$ cat src/rtl/ssd_scan_driver_if.sv
// Symbol bus and display pins between the lock controller and the scan driver.
// master: drives ssd_in/blink_mask, sees AN/seven_out/frame_done; slave: the driver.
interface ssd_scan_driver_if;
  logic [19:0] ssd_in;
  logic [3:0]  blink_mask;
  logic [3:0]  AN;
  logic [6:0]  seven_out;
  logic        frame_done;

  modport master (
    output ssd_in,
    output blink_mask,
    input  AN,
    input  seven_out,
    input  frame_done
  );

  modport slave (
    input  ssd_in,
    input  blink_mask,
    output AN,
    output seven_out,
    output frame_done
  );
endinterface

$ cat src/rtl/ssd_scan_driver.sv
// Four-digit common-anode scan driver: latches the symbol bus once per frame,
// decodes 5-bit symbols to active-low segments and blanks masked digits.
// Ports: clk, rst (async, active-high), bus (slave: ssd_in, blink_mask in;
// AN, seven_out, frame_done out).
module ssd_scan_driver #(
  parameter int REFRESH_DIV = 100000,
  parameter int BLINK_DIV   = 50000000
) (
  input logic              clk,
  input logic              rst,
  ssd_scan_driver_if.slave bus
);

  localparam int RW = (REFRESH_DIV > 2) ? $clog2(REFRESH_DIV) : 1;
  localparam int BW = (BLINK_DIV > 2) ? $clog2(BLINK_DIV) : 1;

  localparam logic [RW-1:0] R_LAST = RW'(REFRESH_DIV - 1);
  localparam logic [BW-1:0] B_LAST = BW'(BLINK_DIV - 1);

  localparam logic [4:0]  SYM_BLANK = 5'd19;
  localparam logic [6:0]  SEG_OFF   = 7'h7F;
  localparam logic [19:0] SSD_BLANK = {4{SYM_BLANK}};

  logic [RW-1:0] refresh_cnt;
  logic [1:0]    digit_idx;
  logic [BW-1:0] blink_cnt;
  logic          blink_phase;
  logic [19:0]   shadow_ssd;
  logic [3:0]    shadow_mask;

  logic [3:0] an_q;
  logic [6:0] seg_q;
  logic       done_q;

  logic       refresh_wrap;
  logic       blink_wrap;
  logic       frame_end;
  logic [4:0] cur_code;
  logic       blank_now;
  logic [3:0] an_next;
  logic [6:0] seg_next;

  function automatic logic [6:0] decode(input logic [4:0] code);
    logic [6:0] s;
    case (code)
      5'd0:    s = 7'h40;
      5'd1:    s = 7'h79;
      5'd2:    s = 7'h24;
      5'd3:    s = 7'h30;
      5'd4:    s = 7'h19;
      5'd5:    s = 7'h12;
      5'd6:    s = 7'h02;
      5'd7:    s = 7'h78;
      5'd8:    s = 7'h00;
      5'd9:    s = 7'h10;
      5'd10:   s = 7'h46;
      5'd11:   s = 7'h47;
      5'd12:   s = 7'h12;
      5'd13:   s = 7'h21;
      5'd14:   s = 7'h40;
      5'd15:   s = 7'h0C;
      5'd16:   s = 7'h06;
      5'd17:   s = 7'h2B;
      5'd18:   s = 7'h3F;
      5'd20:   s = 7'h2F;
      default: s = SEG_OFF;
    endcase
    return s;
  endfunction

  always_comb begin
    refresh_wrap = (refresh_cnt == R_LAST);
    blink_wrap   = (blink_cnt == B_LAST);
    // Frame ends when digit 0's slot expires; the bus is sampled right here.
    frame_end    = refresh_wrap && (digit_idx == 2'd0);

    cur_code = SYM_BLANK;
    unique case (digit_idx)
      2'd3: cur_code = shadow_ssd[19:15];
      2'd2: cur_code = shadow_ssd[14:10];
      2'd1: cur_code = shadow_ssd[9:5];
      2'd0: cur_code = shadow_ssd[4:0];
    endcase

    blank_now = blink_phase && shadow_mask[digit_idx];

    an_next            = 4'b1111;
    an_next[digit_idx] = 1'b0;
    seg_next           = decode(cur_code);
    if (blank_now) begin
      an_next  = 4'b1111;
      seg_next = SEG_OFF;
    end
  end

  always_ff @(posedge clk or posedge rst) begin
    if (rst) begin
      refresh_cnt <= '0;
      digit_idx   <= 2'd3;
    end else if (refresh_wrap) begin
      refresh_cnt <= '0;
      digit_idx   <= digit_idx - 2'd1;
    end else begin
      refresh_cnt <= refresh_cnt + 1'b1;
    end
  end

  always_ff @(posedge clk or posedge rst) begin
    if (rst) begin
      blink_cnt   <= '0;
      blink_phase <= 1'b0;
    end else if (blink_wrap) begin
      blink_cnt   <= '0;
      blink_phase <= ~blink_phase;
    end else begin
      blink_cnt <= blink_cnt + 1'b1;
    end
  end

  always_ff @(posedge clk or posedge rst) begin
    if (rst) begin
      shadow_ssd  <= SSD_BLANK;
      shadow_mask <= 4'b0000;
      done_q      <= 1'b0;
    end else begin
      done_q <= frame_end;
      if (frame_end) begin
        shadow_ssd  <= bus.ssd_in;
        shadow_mask <= bus.blink_mask;
      end
    end
  end

  always_ff @(posedge clk or posedge rst) begin
    if (rst) begin
      an_q  <= 4'b1111;
      seg_q <= SEG_OFF;
    end else begin
      an_q  <= an_next;
      seg_q <= seg_next;
    end
  end

  assign bus.AN         = an_q;
  assign bus.seven_out  = seg_q;
  assign bus.frame_done = done_q;

endmodule

$ cat src/flat_wrapper.sv
// flat-port wrapper written by rule: the top's interface ports become plain ports
module ssd_scan_driver_flat 
#(
  parameter int REFRESH_DIV = 100000,
  parameter int BLINK_DIV   = 50000000
)
  (clk, rst, bus_ssd_in, bus_blink_mask, bus_AN, bus_seven_out, bus_frame_done);
  ssd_scan_driver_if bus_i ();
  input logic clk;
  input logic rst;
  input wire logic [$bits(bus_i.ssd_in)-1:0] bus_ssd_in;
  input wire logic [$bits(bus_i.blink_mask)-1:0] bus_blink_mask;
  output wire logic [$bits(bus_i.AN)-1:0] bus_AN;
  output wire logic [$bits(bus_i.seven_out)-1:0] bus_seven_out;
  output wire logic [$bits(bus_i.frame_done)-1:0] bus_frame_done;
  assign bus_i.ssd_in = bus_ssd_in;
  assign bus_i.blink_mask = bus_blink_mask;
  assign bus_AN = bus_i.AN;
  assign bus_seven_out = bus_i.seven_out;
  assign bus_frame_done = bus_i.frame_done;
  ssd_scan_driver #(.REFRESH_DIV(REFRESH_DIV), .BLINK_DIV(BLINK_DIV)) u_core (.clk(clk), .rst(rst), .bus(bus_i));
endmodule
$ cat config.mk
export PLATFORM = sky130hd
export DESIGN_NAME = ssd_scan_driver_flat
export DESIGN_NICKNAME = d
export VERILOG_FILES = /design/src/rtl/ssd_scan_driver_if.sv /design/src/rtl/ssd_scan_driver.sv /design/src/flat_wrapper.sv
export SDC_FILE = /design/constraint.sdc
export NUM_CORES = 1
export LEC_CHECK = 0
export ABC_AREA = 1
export BUFFER_PORTS_ARGS = -buffer_cell sky130_fd_sc_hd__buf_2
export CELL_PAD_IN_SITES_DETAIL_PLACEMENT = 0
export CELL_PAD_IN_SITES_GLOBAL_PLACEMENT = 1
export CORE_MARGIN = 4
export CORE_UTILIZATION = 48
export CTS_BUF_LIST = sky130_fd_sc_hd__clkbuf_16
export DETAILED_ROUTE_END_ITERATION = 10
export GPL_ROUTABILITY_DRIVEN = 0
export HOLD_SLACK_MARGIN = 0.1
export PLACE_DENSITY_LB_ADDON = 0.25
export SYNTH_ARGS = -nofsm -noshare
export SYNTH_HDL_FRONTEND = slang
export SYNTH_SLANG_ARGS = --single-unit
export TNS_END_PERCENT = 1
$ cat constraint.sdc
create_clock -name clk -period 6.3 [get_ports clk]
set_input_delay 1.26 -clock clk [delete_from_list [all_inputs] [get_ports clk]]
set_output_delay 1.26 -clock clk [all_outputs]
set_load 0.005 [all_outputs]
==> impl_metrics.tcl, run 1 <==
set metrics [dict create \
    outcome "finished, final reports clean" \
    cts_sinks 82 \
    first_iter_violations 145 \
    pre_cts_ws_ns 3.98 \
    viasPerCell 4.99 \
    ctsRootBufferMaster "clkbuf_16" \
    setup_tns_ns 0 \
    min_to "u_core.refresh_cnt[0]" \
    drive_gt1_share_pct 15.1 \
    fin_crit_sh_pct 36.8 \
    coreArea_um2 8890 \
    n_antenna_cell 0 \
    setup_ws_ns 3.98 \
    final.min_clock_period_ns 2.32 \
    rr_startpoint "u_core.digit_idx[0]" \
    numCtsBuffers 9 \
    ios 38 \
    cts_htree_levels 3 \
    dp.final_hpwl_mm 6.86 \
    busiest_layer "met2" \
    peakVddDrop_mv 0.130 \
    r2r_cells 10 \
    initial_core_util_pct 50.2 \
    r2r-end "u_core.bus.seven_out[5]" \
    setup_viol 0 \
    final_cell_area_um2 5040 \
    syn_inst 585 \
    rsz0062_at_grt "no" \
    drc 0 \
    hold_depth 1 \
    grtUsageMet3_pct 2.55 \
    yosys_warnings 0 \
    synth_ff_type "dfrtp_1" \
    grt_pass1_vias 3556 \
    port_buffers 37 \
    path_max_fanout 7 \
    max_cap_viol_count 0 \
    drt-pass1-iter-count 5 \
    async_flop_share_pct 100 \
    use_met1_pct 24.8 \
    cts_resized 0 \
    critPathKind "register to register" \
    arrival_ns 2.58 \
    ys_seq_area_share_pct 46.7 \
    cts_buffer_depth 2 \
    postCtsSetupRepairBufs 0 \
    clock_latency_ns 0.33 \
    r2r_slack_ns 3.98 \
    power_density_nw_per_um2 214 \
    grt_util_all_layers_pct 18.0 \
    synth.cell_area_um2 4460 \
    slew-limit-headroom_pct 31.7 \
    final_nets 666 \
    worstPathRequired_ns 6.57 \
    dieHeight_um 104 \
    grt_first_pass_wirelength_mm 16.1 \
    cts_tree "built" \
    use_met2_pct 28.6 \
    die_x_um 104 \
    cts_hold_buf 0 \
    final_cell_mix "199 x nand2_1, 81 x nor2_1, 71 x inv_1" \
    area_growth_pct 12.9 \
    start_kind "register" \
    max_freq_ghz 0.431 \
    dr_total_vias 3686 \
    dieArea_um2 10900 \
    rows 34 \
    min_from "u_core.refresh_cnt[0]" \
    placed_area_um2 4740 \
    hold_slack_ns 0.459 \
    power.leakage_nw 2.52 \
    finClkSkew_ns 0.00757 \
    drtAntennaViolNets 0 \
    final_common_cell "nand2_1" \
    hold_viol 0 \
    wl_per_cell_um 12.7 \
    routed_wl_mm 9.36 \
    grt_max_degree 83 \
    synth_cell_types 35 \
    ys_ff_latch 82 \
    syn_nets 625 \
    crit_path_end_kind "register" \
    final-max-slew-violation-count 0 \
    synth.avg_cell_area_um2 7.63 \
    clk_pin_slew_worst_paths_ns 0.06 \
    hp-class "register to register" \
    max_slew.worst_pin.slew_ns 1.02 \
    synth_edf_count 0 \
    final_util_pct 56.7 \
    antenna_found_initial 0 \
    grt_overflow_total 0 \
]
metrics by stage:
stage,cells,power (mW)
2_1_floorplan,585,0.544
5_1_grt,738,1.12
6_report,738,1.08
3_3_place_gp,723,0.556
4_1_cts,738,1.09
3_5_place_dp,723,0.556
per-layer routing:
| layer | vias up | part of all wire, % |
|---|---|---|
| met5 | - | 0 |
| met4 | 0 | 2.1 |
| met3 | 18 | 2.8 |
| met2 | 64 | 47 |
| met1 | 1714 | 48 |
| li1 | 1890 | - |
Yosys cell counts, types with 3 or more instances:
library cell / count / area [µm²]
inv_2: 3 / 11.3
inv_1: 72 / 270
nor2_4: 3 / 33.8
xnor2_1: 6 / 52.6
nor3_1: 8 / 40.0
ha_1: 14 / 175
nand4_1: 13 / 81.3
nor2_1: 81 / 304
nand3_1: 42 / 210
o21ai_0: 11 / 55.1
xor2_1: 17 / 149
dfrtp_1: 57 / 1430
nand2_1: 199 / 747
dfstp_2: 25 / 657
a21oi_1: 5 / 25.0
nor3_2: 3 / 30.0
cell type report:
type	count	area, µm²
fillers	826	3850
flip-flops and latches	82	2080
multi-input cells	419	2040
inverters	76	287
clock buffers	10	250
repair buffers	38	193
well taps	108	135
clock inverters	5	52.6
critical path, stage by stage (launching register included):
cell      delay, ns
dfstp_2        0.58
inv_1          0.11
ha_1           0.31
nand2_1        0.11
nand2_1        0.09
o21bai_1       0.38
ha_1           0.27
nand3_1        0.12
nand2_1        0.08
nand2_1        0.04
o21ai_1        0.16
cells by family after synthesis:
family,Yosys count,share of synthesized area (%)
buffers and inverters,84,7.63
flip-flops,82,46.7
adder cells (fa/ha/maj),14,3.92
AO/OA/AOI/OAI,22,2.89
XOR/XNOR,23,4.51
AND/OR/NAND/NOR,360,34.4
sequential cells by signal (all words and copies together) (netlist names):
signal,flops
u_core.digit_idx,2
u_core.shadow_ssd,20
u_core.refresh_cnt,17
u_core.shadow_mask,4
u_core.bus.AN,4
u_core.blink_phase,1
u_core.bus.seven_out,7
u_core.blink_cnt,26
u_core.bus.frame_done,1
power by group:
part | leakage [nW] | switching [mW] | total (mW) | internal (mW)
combinational | 1.40 | 0.0123 | 0.0181 | 0.00582
sequential | 0.967 | 0 | 0.528 | 0.528
clock | 0.151 | 0.205 | 0.531 | 0.327
total | 2.52 | 0.217 | 1.08 | 0.860
worst max path at each step:
stage | slack [ns] | end | start
floorplan | 2.97 | u_core.blink_cnt[0] | rst
finish | 3.98 | u_core.bus.seven_out[5] | u_core.digit_idx[0]
detailed placement | 3.98 | u_core.bus.seven_out[5] | u_core.digit_idx[0]
CTS | 3.96 | u_core.bus.seven_out[5] | u_core.digit_idx[0]
global route | 3.73 | u_core.bus.seven_out[5] | u_core.digit_idx[0]
global placement | 4.00 | u_core.blink_cnt[10] | rst
(Power assumes the default switching activity.)
==> inputs of run 2 (changes only) <==
--- a/config.mk
+++ b/config.mk
@@ -10,7 +10,7 @@
 export CELL_PAD_IN_SITES_DETAIL_PLACEMENT = 0
 export CELL_PAD_IN_SITES_GLOBAL_PLACEMENT = 1
 export CORE_MARGIN = 4
-export CORE_UTILIZATION = 48
+export CORE_UTILIZATION = 44
 export CTS_BUF_LIST = sky130_fd_sc_hd__clkbuf_16
 export DETAILED_ROUTE_END_ITERATION = 10
 export GPL_ROUTABILITY_DRIVEN = 0
==> constraint.sdc (replaced) <==
create_clock -name clk -period 2.4 [get_ports clk]
set_input_delay 0.48 -clock clk [delete_from_list [all_inputs] [get_ports clk]]
set_output_delay 0.48 -clock clk [all_outputs]
set_load 0.005 [all_outputs]
==> run 2 against run 1 <==
Count of clock-buffer cells in the layout increased by 2. Clock power increased to 2.7 times the previous value. Register-to-register slack got worse by 3.8 ns. Die area increased by 8.4%. Cell area increased by 2.1%. Sequential cell count unchanged. Global-route usage decreased by 0.14 points. Clock skew decreased by 0.0023 ns. Via count increased by 0.54%. Critical path depth unchanged. Critical endpoint unchanged. Largest cell class unchanged. Largest power group unchanged.
==> impl_metrics.tcl, run 2 (synthesized netlist as in run 1, its figures left out) <==
set metrics [dict create \
    cts_sinks 82 \
    cts_hold_buf 0 \
    path_cells "inv_1 -> ha_1 -> nand2_1 -> nand2_1 -> nor2_1 -> nor2_4 -> inv_1 -> nand2_1 -> o21ai_2 -> o21ai_1" \
    power_density_nw_per_um2 558 \
    antenna_found_initial 0 \
    cts_buffer_depth 2 \
    drtAntennaViolNets 0 \
    final_common_cell "nand2_1" \
    r2r_cells 10 \
    arrival_ns 2.45 \
    ios 38 \
    clk_pin_slew_worst_paths_ns 0.06 \
    combPwrFrac_pct 1.9 \
    fin_crit_sh_pct 91.1 \
    numCtsBuffers 9 \
    crit_path_end_kind "register" \
    regMostFlops "u_core.blink_cnt" \
    ctsRootBufferMaster "clkbuf_16" \
    cts_htree_levels 3 \
    grt_pass1_vias 3575 \
    clock_latency_ns 0.34 \
    peakVddDrop_mv 0.330 \
    largest_reg_flops 26 \
    setup_viol 0 \
    power.internal_mw 2.29 \
    outcome "finished, final reports clean" \
    finClkSkew_ns 0.00525 \
    slew-limit-headroom_pct 58.2 \
    viasPerCell 4.82 \
    n_antenna_cell 0 \
    grt_first_pass_wirelength_mm 16.7 \
    nFillCells 1012 \
    max_freq_ghz 0.457 \
    critPathMaxStageDelay_ns 0.58 \
    seqCellArea_um2 2080 \
    max_cap_viol_count 0 \
    drive_gt1_share_pct 16.0 \
    dieHeight_um 109 \
    slowest_stage "dfstp_2" \
    grt_max_degree 30 \
    dieArea_um2 11800 \
    routed_wl_mm 9.65 \
    port_buffers 37 \
    coreArea_um2 9820 \
    drc 0 \
    wl_per_cell_um 12.6 \
    cts_tree "built" \
    hold_viol 0 \
    critPathKind "register to register" \
    reg.largest.list "u_core.blink_cnt: 26 flops, u_core.shadow_ssd: 20 flops, u_core.refresh_cnt: 17 flops" \
    sequentialPowerShare_pct 48.2 \
    grt_overflow_total 0 \
    power.switching_fraction_pct 20.3 \
    power_mw 2.87 \
    final_cell_mix "199 x nand2_1, 80 x nor2_1, 73 x inv_1" \
    dp.final_hpwl_mm 7.24 \
    switching_power_uw 583 \
    clockPowerShare_pct 49.9 \
    worstPathRequired_ns 2.66 \
    area_growth_pct 15.3 \
    start_kind "register" \
    rsz0062_at_grt "no" \
    initial_core_util_pct 45.5 \
    crit_top_cell "nand2_1" \
    final_cells 769 \
    dr_total_vias 3706 \
    drt-pass1-iter-count 4 \
    die_x_um 109 \
    dp.cells 753 \
    final_nets 671 \
    setup_tns_ns 0 \
    path_max_fanout 9 \
    final-max-slew-violation-count 0 \
    grt_util_all_layers_pct 17.9 \
    max_slew.worst_pin.slew_ns 0.625 \
    setup_ws_ns 0.213 \
    final.min_clock_period_ns 2.19 \
    power.leakage_nw 2.57 \
    hp-class "input pin to asynchronous set/reset pin" \
    rows 36 \
    first_iter_violations 171 \
    multiInputGateArea_um2 2050 \
    pre_cts_ws_ns 0.182 \
]
## run 2: cell types whose count changed in the layout (fill, tap and decap cells not counted), sizes merged
| cell | change |
|---|---|
| buf | +5 |
| clkinv | -4 |
| inv | +3 |
| clkbuf | +2 |
| bufinv | -1 |
| clkinvlp | +1 |
## run 2: path summary, 6_finish.rpt
| kind | from | end | slack [ns] |
|---|---|---|---|
| worst max-delay path | u_core.digit_idx[0] | u_core.bus.seven_out[5] | 0.21 |
| worst min-delay path | rst | u_core.refresh_cnt[11] | 0.21 |
| worst max register to register | u_core.digit_idx[0] | u_core.bus.seven_out[5] | 0.21 |
| worst min register to register | u_core.refresh_cnt[0] | u_core.refresh_cnt[0] | 0.46 |
| max in group asynchronous | rst | u_core.bus.AN[2] | 1.54 |
| min in group clk | bus_ssd_in[16] | u_core.shadow_ssd[16] | 0.33 |
## run 2: critical path, delay by kind of cell (launching register included)
kind / cells / cell delay (ns)
DFF: 1 / 0.58
adders and majority gates: 1 / 0.32
buffers and inverters: 2 / 0.30
AOI/OAI and AO/OA: 2 / 0.25
and+or+nand+nor: 5 / 0.65
## run 2: final cells by class
cell class | instances | area share, %
inverters | 76 | 5.62
well taps | 133 | 3.23
flip-flops and latches | 82 | 40.5
clock buffers | 12 | 5.84
repair buffers | 43 | 4.72
clock inverters | 4 | 0.365
multi-input cells | 419 | 39.8
## run 2: power groups by stage
stage,registers [mW],clock network (mW),logic [mW]
6_report,1.38,1.43,0.0540
5_1_grt,1.38,1.53,0.0632
4_1_cts,1.38,1.47,0.0574
3_5_place_dp,1.41,0,0.0573
3_3_place_gp,1.41,0,0.0559
2_1_floorplan,1.41,0,0.0201
## run 2: what timing repair did
action,4_1_cts,5_1_grt
endpoints found under the setup margin,0,6
hold endpoints to repair,0,0
setup buffers,0,0
resized for setup,0,2
## run 2: stage by stage
step / util (%) / area [µm²] / hold WS, ns
global route: 52.4 / 5150 / 0.246
CTS: 52.3 / 5140 / 0.220
floorplan: - / 4470 / 0.431
detailed placement: 49.1 / 4820 / 0.459
finish: 52.4 / 5150 / 0.209
global placement: 49.1 / 4820 / 0.445
## run 2: layer usage
layer / routed length, µm / track usage, % / up-vias
met5: 0 / 0 / -
met4: 123 / 5.41 / 0
met3: 404 / 3.61 / 11
met2: 4500 / 29.1 / 82
met1: 4630 / 24.1 / 1707
li1: - / - / 1906
==> inputs of run 3 (changes only) <==
--- a/config.mk
+++ b/config.mk
@@ -9,6 +9,7 @@
 export BUFFER_PORTS_ARGS = -buffer_cell sky130_fd_sc_hd__buf_2
 export CELL_PAD_IN_SITES_DETAIL_PLACEMENT = 0
 export CELL_PAD_IN_SITES_GLOBAL_PLACEMENT = 1
+export CORE_ASPECT_RATIO = 0.6
 export CORE_MARGIN = 4
 export CORE_UTILIZATION = 44
 export CTS_BUF_LIST = sky130_fd_sc_hd__clkbuf_16
@@ -16,6 +17,7 @@
 export GPL_ROUTABILITY_DRIVEN = 0
 export HOLD_SLACK_MARGIN = 0.1
 export PLACE_DENSITY_LB_ADDON = 0.25
+export SKIP_LAST_GASP = 1
 export SYNTH_ARGS = -nofsm -noshare
 export SYNTH_HDL_FRONTEND = slang
 export SYNTH_SLANG_ARGS = --single-unit
==> run 3 against run 2 <==
Non-clock buffer count decreased by 1. Via count rose by 1.6%. Critical path depth up 1. Register-to-register slack better by 0.04 ns. Global-route usage rose by 1.5 points. Cell count rose by 0.13%. Clock power is 8% higher. Sequential power hardly changed.
==> impl_metrics.tcl, run 3 (synthesized netlist as in run 1, its figures left out) <==
set metrics [dict create \
    regMostFlops "u_core.blink_cnt" \
    max_freq_ghz 0.466 \
    initial_core_util_pct 45.2 \
    cts_hold_buf 0 \
    coreArea_um2 9880 \
    critPathMaxStageDelay_ns 0.58 \
    dr_total_vias 3764 \
    antenna_found_initial 0 \
    clk_pin_slew_worst_paths_ns 0.06 \
    drc 0 \
    grt_util_all_layers_pct 19.4 \
    cts_tree "built" \
    reg.largest.list "u_core.blink_cnt: 26 flops, u_core.shadow_ssd: 20 flops, u_core.refresh_cnt: 17 flops" \
    sequentialPowerShare_pct 46.4 \
    dieHeight_um 86.0 \
    dp.final_hpwl_mm 8.39 \
    start_kind "register" \
    largest_reg_flops 26 \
    power_density_nw_per_um2 579 \
    viasPerCell 4.89 \
    cts_htree_levels 3 \
    drt-pass1-iter-count 5 \
    grt_overflow_total 0 \
    path_max_fanout 7 \
    ctsRootBufferMaster "clkbuf_16" \
    area_growth_pct 15.4 \
    cts_sinks 82 \
    die_x_um 138 \
    grt_max_degree 46 \
    crit_path_end_kind "register" \
    ios 38 \
    rows 28 \
    pre_cts_ws_ns 0.206 \
    final.min_clock_period_ns 2.15 \
    slew-limit-headroom_pct 56.2 \
    n_antenna_cell 0 \
    slowest_stage "dfstp_2" \
    postCtsSetupRepairBufs 0 \
    crit_top_cell "nand2_1" \
    first_iter_violations 466 \
    critPathBufInv 2 \
    nFillCells 977 \
    outcome "finished, final reports clean" \
    wl_per_cell_um 14.2 \
    switching_power_uw 576 \
    power.switching_fraction_pct 19.3 \
    fin_crit_sh_pct 89.5 \
    power.leakage_nw 2.55 \
    drtAntennaViolNets 0 \
    max_cap_viol_count 0 \
    max_slew.worst_pin.slew_ns 0.655 \
    arrival_ns 2.41 \
    finClkSkew_ns 0.00485 \
    combPwrFrac_pct 1.8 \
    final_util_pct 52.2 \
    setup_ws_ns 0.252 \
    peakVddDrop_mv 0.329 \
    numCtsBuffers 9 \
    cts_resized 0 \
    power.internal_mw 2.41 \
    worstPathRequired_ns 2.66 \
    final-max-slew-violation-count 0 \
    cts_buffer_depth 2 \
    clockPowerShare_pct 51.8 \
    path_cells "inv_1 -> ha_1 -> nand2_1 -> nand2_1 -> o21bai_1 -> buf_4 -> ha_1 -> nand3_1 -> nand2_1 -> nand2_1 -> o21ai_1" \
    hold_viol 0 \
    grt_pass1_vias 3335 \
    final_nets 670 \
    routed_wl_mm 10.9 \
    cp_top_family "flip-flops" \
    rsz0062_at_grt "no" \
    final_common_cell "nand2_1" \
    setup_tns_ns 0 \
    port_buffers 37 \
    dieArea_um2 11900 \
    critPathKind "register to register" \
    drive_gt1_share_pct 15.6 \
    clock_latency_ns 0.33 \
    setup_viol 0 \
    final_cell_mix "199 x nand2_1, 80 x nor2_1, 72 x inv_1" \
    grt_first_pass_wirelength_mm 18.0 \
    hp-class "input pin to asynchronous set/reset pin" \
]
## run 3: cell count changes in the layout (fill, tap and decap cells not counted)
| cell | previous run | this run |
|---|---|---|
| clkinvlp_4 | 1 | 2 |
| o21bai_2 | 1 | 0 |
| clkbuf_16 | 12 | 9 |
| clkinv_2 | 1 | 0 |
| buf_4 | 5 | 4 |
| inv_4 | 1 | 0 |
| o21bai_1 | 0 | 1 |
| clkinv_1 | 1 | 3 |
| inv_1 | 73 | 72 |
| bufinv_16 | 0 | 3 |
## run 3: per-stage QoR
step                      hold WS, ns  std cells  total power, mW  area (µm²)
after floorplan                 0.431        585             1.43        4470
after global placement          0.446        754             1.46        4820
after detailed placement        0.454        754             1.46        4820
after CTS                       0.203        770             3.02        5150
after global routing            0.211        770             3.09        5150
final                           0.178        770             2.98        5150
## run 3: cell type report
class                      instances  area [µm²]  share of cell area [%]
tap                              135         169                    3.28
sequential                        82        2080                    40.4
clock inverter                     7         109                    2.11
timing repair buffer              42         235                    4.57
multi-input combinational        419        2040                    39.6
clock buffer                       9         225                    4.37
inverter                          76         289                    5.61
## run 3: final timing paths
check / endpoint / slack [ns] / from / depth (start not counted)
worst max-delay path: u_core.bus.seven_out[5] / 0.25 / u_core.digit_idx[0] / 11
worst min-delay path: u_core.shadow_mask[1] / 0.18 / rst / 2
worst max register to register: u_core.bus.seven_out[5] / 0.25 / u_core.digit_idx[0] / 11
worst min register to register: u_core.refresh_cnt[0] / 0.45 / u_core.refresh_cnt[0] / 1
max in group asynchronous: u_core.bus.AN[2] / 1.55 / rst / 3
min in group clk: u_core.shadow_ssd[8] / 0.34 / bus_ssd_in[8] / 3
## run 3: worst register-to-register path, stage by stage (launching register included)
cell,delay [ns]
dfstp_2,0.58
inv_1,0.12
ha_1,0.32
nand2_1,0.10
nand2_1,0.07
o21bai_1,0.15
buf_4,0.17
ha_1,0.20
nand3_1,0.11
nand2_1,0.08
nand2_1,0.05
o21ai_1,0.14
## run 3: power groups by stage
stage | Combinational, mW | Sequential (mW) | Clock [mW]
5_1_grt | 0.0630 | 1.38 | 1.64
4_1_cts | 0.0571 | 1.38 | 1.58
6_report | 0.0538 | 1.38 | 1.55
3_3_place_gp | 0.0548 | 1.41 | 0
2_1_floorplan | 0.0201 | 1.41 | 0
3_5_place_dp | 0.0563 | 1.41 | 0
## run 3: routing by layer
layer / wire length (µm) / up-vias / track usage [%]
li1: - / 1905 / -
met1: 6230 / 1690 / 33.5
met2: 3570 / 155 / 21.2
met3: 1050 / 14 / 6.63
met4: 86 / 0 / 4.48
met5: 0 / - / 0
